===== config.mk =====
export PLATFORM = sky130hd
export DESIGN_NAME = inp_hazard_check
export DESIGN_NICKNAME = d
export VERILOG_FILES = /design/src/rtl/inp_hazard_check.sv
export SDC_FILE = /design/constraint.sdc
export NUM_CORES = 1
export LEC_CHECK = 0
export CORE_MARGIN = 3
export CORE_UTILIZATION = 49
export DETAILED_ROUTE_END_ITERATION = 16
export GPL_ROUTABILITY_DRIVEN = 0
export HOLD_SLACK_MARGIN = 0.1
export PLACE_DENSITY = 0.82
export SKIP_LAST_GASP = 1
export SLEW_MARGIN = 20
export SYNTH_ARGS = -nofsm -noshare
export SYNTH_HDL_FRONTEND = slang
export SYNTH_SLANG_ARGS = --single-unit
export TNS_END_PERCENT = 20

===== constraint.sdc =====
create_clock -name clk -period 2.9 [get_ports clk]
set_input_delay 0.435 -clock clk [delete_from_list [all_inputs] [get_ports clk]]
set_output_delay 0.435 -clock clk [all_outputs]
set_load 0.03 [all_outputs]

===== src/rtl/inp_hazard_check.sv =====
// inp_hazard_check
//   Front-panel instruction loader plus static data-hazard checker for the
//   8-bit, 5-stage core. Each toggle of the load button stores one switch
//   value into the next of eight instruction slots. A combinational scan of
//   the slot image, registered once, reports RAW/WAW hazards per slot.
//
// Ports
//   clk            in   1   system clock, rising edge
//   rst_n          in   1   asynchronous active-low reset
//   input_val      in   8   switch value (instruction to load)
//   but_inp        in   1   asynchronous load button; each edge loads one slot
//   instrMemBits   out  64  instruction image, slot k at [8k+7:8k]
//   hazardMemBits  out  64  hazard report, byte k describes slot k
//
// Instruction format: [7:6] opcode, [5:3] rd, [2:0] rs; 8'hFF is HALT/empty.
// Hazard byte: bit0 RAW1, bit1 RAW2, bit2 WAW1, [4:3] stall count, [7:5] zero.
//
// There is no valid/ready handshake here: the button is a free-running level
// and every change of it, once synchronized, is a one-cycle load event.

module inp_hazard_check #(
    parameter int SYNC_STAGES = 2
) (
    input  logic        clk,
    input  logic        rst_n,
    input  logic [7:0]  input_val,
    input  logic        but_inp,
    output logic [63:0] instrMemBits,
    output logic [63:0] hazardMemBits
);

    localparam int SLOTS = 8;

    // ------------------------------------------------------------------
    // Loader
    // ------------------------------------------------------------------
    logic [SYNC_STAGES-1:0] sync_q;
    logic                   last_q;   // previous synchronized level
    logic                   load_evt;
    logic [2:0]             ptr_q;
    logic                   locked_q;
    logic [63:0]            instr_q;

    // A button edge reaches sync_q[last] after SYNC_STAGES cycles and is
    // compared against the level one cycle older, so the write lands
    // SYNC_STAGES+1 edges after the toggle.
    always_ff @(posedge clk or negedge rst_n) begin
        if (!rst_n) begin
            sync_q <= '0;
            last_q <= 1'b0;
        end else begin
            sync_q[0] <= but_inp;
            for (int i = 1; i < SYNC_STAGES; i++) begin
                sync_q[i] <= sync_q[i-1];
            end
            last_q <= sync_q[SYNC_STAGES-1];
        end
    end

    assign load_evt = sync_q[SYNC_STAGES-1] ^ last_q;

    // Lock after the last slot is written or after a HALT is stored; the
    // pointer stays on the last slot rather than wrapping.
    always_ff @(posedge clk or negedge rst_n) begin
        if (!rst_n) begin
            instr_q  <= {64{1'b1}};
            ptr_q    <= 3'd0;
            locked_q <= 1'b0;
        end else if (load_evt && !locked_q) begin
            instr_q[{ptr_q, 3'b000} +: 8] <= input_val;
            if (ptr_q == 3'd7) begin
                locked_q <= 1'b1;
            end else begin
                ptr_q <= ptr_q + 3'd1;
            end
            if (input_val == 8'hFF) begin
                locked_q <= 1'b1;
            end
        end
    end

    assign instrMemBits = instr_q;

    // ------------------------------------------------------------------
    // Hazard checker
    // ------------------------------------------------------------------
    logic [SLOTS-1:0]      vld;
    logic [SLOTS-1:0][2:0] rd;
    logic [SLOTS-1:0][2:0] rs;
    logic [63:0]           hz_d;
    logic [63:0]           hz_q;

    for (genvar k = 0; k < SLOTS; k++) begin : g_decode
        assign vld[k] = (instr_q[8*k +: 8] != 8'hFF);
        assign rd[k]  = instr_q[8*k+3 +: 3];
        assign rs[k]  = instr_q[8*k   +: 3];
    end

    for (genvar k = 0; k < SLOTS; k++) begin : g_slot
        if (k == 0) begin : g_first
            // Nothing precedes slot 0, so it can never be hazarded.
            assign hz_d[7:0] = 8'h00;
        end else begin : g_rest
            logic       raw1;
            logic       raw2;
            logic       waw1;
            logic [1:0] stall;

            assign raw1 = vld[k] && vld[k-1] && (rs[k] == rd[k-1]);
            assign waw1 = vld[k] && vld[k-1] && (rd[k] == rd[k-1]);
            if (k >= 2) begin : g_raw2
                assign raw2 = vld[k] && vld[k-2] && (rs[k] == rd[k-2]);
            end else begin : g_no_raw2
                assign raw2 = 1'b0;
            end

            // The nearer producer dominates: one bubble fewer per distance.
            assign stall = raw1 ? 2'd2 : (raw2 ? 2'd1 : 2'd0);

            assign hz_d[8*k +: 8] = {3'b000, stall, waw1, raw2, raw1};
        end
    end

    always_ff @(posedge clk or negedge rst_n) begin
        if (!rst_n) begin
            hz_q <= '0;
        end else begin
            hz_q <= hz_d;
        end
    end

    assign hazardMemBits = hz_q;

endmodule


==> impl_metrics.csv <==
group,metric,value,unit
clock_tree,cts_inserted_buffers,9,
yosys,syn_inst,506,
setup_path,path_class,"reg2reg",
yosys,ys_seq_area_frac,0.4671,
power,p_leak,2.613,nW
yosys,synth_area,0.005368,mm²
yosys,synth_cell_types,37,
sta,fin_crit,2697,ps
yosys,synth_edf_count,0,
setup_path,worstSetupStartpointType,"flop",
clock_tree,clkSinkCount,97,
floorplan,dieWidth,110.7,µm
run,drv_cap,0,
global_routing,overflow,0,
yosys,avgSynthCellArea,10.61,µm²
route,routed_via_density,5.166,
clock_tree,post_cts_buffers,0,
sta,fin_skew,5.319,ps
setup_path,rrSetupSlack,200,ps
sta,setup_viol,0,
power,powerDensity,1282,mW/mm²
layout,fin_nets,610,
sta,worst_pin_slew,957.9,ps
yosys,yosys.area.top_type,"dfstp_2",
sta,fmax,370.7,MHz
route,first_pass_iters,4,
power,p_clk_frac,0.110,
floorplan,dieArea,0.01225,mm²
yosys,yosys.area_share.simple,0.1608,
floorplan,die_y,110.7,µm
global_routing,grt_max_degree,69,
sta,slew_violations,0,
layout,syn_to_final_growth,23.33,%
clock_tree,cts_resized,0,
route,vias,3787,
floorplan,initial_core_util,0.5108,
sta,min_period_over_period,0.9302,
yosys,synthTopCellsByArea,"dfstp_2 (31%), dfrtp_1 (15%), mux2i_1 (7.8%)",
setup_path,crit_fanout,16,
route,routed_wl,12400,µm
setup_path,r2r.worst_path.cells,6,
global_routing,grt_first_pass_wirelength,20440,µm
clock_tree,cts_tree,"built",
setup_path,rr_startpoint,"ptr_q[1]$_DFFE_PN0P_",
clock_tree,clock-root-buffer,"clkbuf_8",
yosys,synthTopCellsByCount,"dfstp_2 (64), inv_1 (45), nand2_1 (45)",
route,drt_drc_violations_left,0,
setup_path,cp-startpoint,"ptr_q[1]$_DFFE_PN0P_",
clock_tree,clk_path_buf_depth,2,
sta,setup_tns,0,ps
floorplan,num_rows,37,
floorplan,io_pins,139,
clock_tree,clk_pin_slew_worst_paths,90,ps
outcome,outcome,"finished, final reports clean",
clock_tree,htree_levels,3,
power,vdd_drop_max,537.8,µV
yosys,synth_seq_cells,97,
placed_design,port_buffers,107,
layout,drive_gt1_frac,0.2295,
clock_tree,hold_buffers,0,
route,ant_nets,0,
route,drt_iter0_markers,192,
layout,antenna_cells,0,
setup_path,cp.arrival,2990,ps
global_routing,antenna_found_initial,0,
yosys,synth-compound-area-share,0.01212,
yosys,async_flop_share,1.000,
clock_tree,clock_latency,360,ps
power,power,8.489,mW
route,post_drt_wl_per_cell,16.91,µm
yosys,yosysMostFrequentCell,"dfstp_2",
yosys,yosys.area_share.adder,0.01632,
yosys,synth_top_family_by_area,"simple AND/OR/NAND/NOR gates",
sta,relSlewSlack,0.3582,
sta,hold_viol_final,0,
yosys,synth_xor_area_frac,0.1026,
yosys,synth_top_area_frac,0.3133,
yosys,yosysWarnings,0,
setup_path,crit_path_end_kind,"flop",
power,net-switching-power,3.758,mW
setup_path,required,3200,ps
power,netSwitchingFraction,0.4427,
power,comb_power_share,0.524,
global_routing,grt_usage,0.2049,
power,seqPwrFrac,0.366,
setup_path,endpoint,"instrMemBits[36]$_DFFE_PN1P_",
floorplan,coreArea,0.01051,mm²
setup_path,regToRegEndpoint,"instrMemBits[36]$_DFFE_PN1P_",
yosys,ys.flop_type,"dfstp_2",
placed_design,dpl.hpwl,9087,µm
power,p_int,4.731,mW
yosys,synthMuxAreaShare,0.1287,
sta,rsz0062_at_grt,"no",
min_path,hp-class,"in2async",
global_routing,grt_pass1_vias,3906,
## per-stage QoR
stage	utilization	cell area [µm²]	hold slack [ps]	worst slack [ps]	cells
finish	0.6300	6620	173.0	202.5	733
global route	0.6300	6620	230.1	36.64	733
CTS	0.6300	6620	190.5	190.1	733
detailed placement	0.6095	6405	336.2	208.6	717
global placement	0.6095	6405	332.9	364.4	717
floorplan	-	5480	139.4	400.9	536
## power groups by stage
stage / combinational [mW] / clock [mW] / sequential (mW)
finish: 4.45 / 0.932 / 3.11
global route: 4.77 / 1.00 / 3.23
CTS: 4.48 / 0.944 / 3.11
detailed placement: 4.46 / 0 / 3.13
global placement: 4.31 / 0 / 3.10
floorplan: 2.29 / 0 / 3.72
## flip-flops by register name, summed over array words and instances (netlist names)
signal,count
hazardMemBits,26
last_q,1
ptr_q,3
instrMemBits,64
locked_q,1
sync_q,2
## layout make-up
type	instances	area [µm²]
Clock inverter	4	50.05
Sequential cell	97	2507
Inverter	45	168.9
Fill cell	852	3889
Multi-Input combinational cell	319	2392
Tap cell	136	170.2
Clock buffer	12	165.2
Timing Repair Buffer	120	1166
## critical path, cell delays in order (launching register included)
cell and delay, ps:
dfrtp_1 450, inv_1 100, ha_1 210, ha_1 520, or4b_4 520, nor4_4 430
mux2_2 400
## cells in the final DEF (no fill, tap or decap), drive strengths merged
| master | instances |
|---|---|
| and3b | 3 |
| clkdlybuf4s50 | 106 |
| or4b | 1 |
| or3 | 1 |
| nor3 | 22 |
| or2 | 7 |
| o21bai | 1 |
| nor2 | 9 |
| or3b | 1 |
| dfstp | 64 |
| ha | 7 |
| buf | 14 |
| nor4 | 5 |
| and4b | 1 |
| and4 | 2 |
| xor2 | 18 |
| dfrtp | 33 |
| nand3 | 14 |
| conb | 31 |
| mux2 | 24 |
| a2111oi | 6 |
| a21oi | 1 |
| clkinvlp | 2 |
| xnor2 | 44 |
| nand2 | 45 |
| and3 | 9 |
| clkinv | 1 |
| nor4b | 5 |
| inv | 45 |
| mux2i | 42 |
| bufinv | 1 |
| nor3b | 1 |
| nand4 | 16 |
| nor4bb | 3 |
| clkbuf | 12 |
## layer usage
| layer | track usage | wire length, µm | share of wire | up-vias |
|---|---|---|---|---|
| met5 | 0 | 0 | 0 | - |
| met4 | 0.08374 | 233 | 0.019 | 0 |
| met2 | 0.3354 | 6156 | 0.50 | 110 |
| met3 | 0.03221 | 653 | 0.053 | 20 |
| li1 | - | - | - | 1763 |
| met1 | 0.2722 | 5352 | 0.43 | 1894 |
## how the worst min path moves through the flow
stage / start / end / cells after the start
after floorplan: rst_n / hazardMemBits[10]$_DFF_PN0_ / 0
after global placement: sync_q[0]$_DFF_PN0_ / sync_q[1]$_DFF_PN0_ / 0
after detailed placement: sync_q[0]$_DFF_PN0_ / sync_q[1]$_DFF_PN0_ / 0
after CTS: rst_n / hazardMemBits[44]$_DFF_PN0_ / 1
after global routing: rst_n / hazardMemBits[44]$_DFF_PN0_ / 1
final: rst_n / hazardMemBits[52]$_DFF_PN0_ / 1
## cell families (layout without fill, tap and decap cells)
kind of cell	after synthesis	in the layout
buffers and inverters	120	181
adder cells (fa/ha/maj)	7	7
XOR/XNOR	62	62
AO/OA/AOI/OAI	8	8
other	1	31
flip-flops	97	97
AND/OR/NAND/NOR	145	145
multiplexers	66	66
Power figures use the tool's default switching activity.
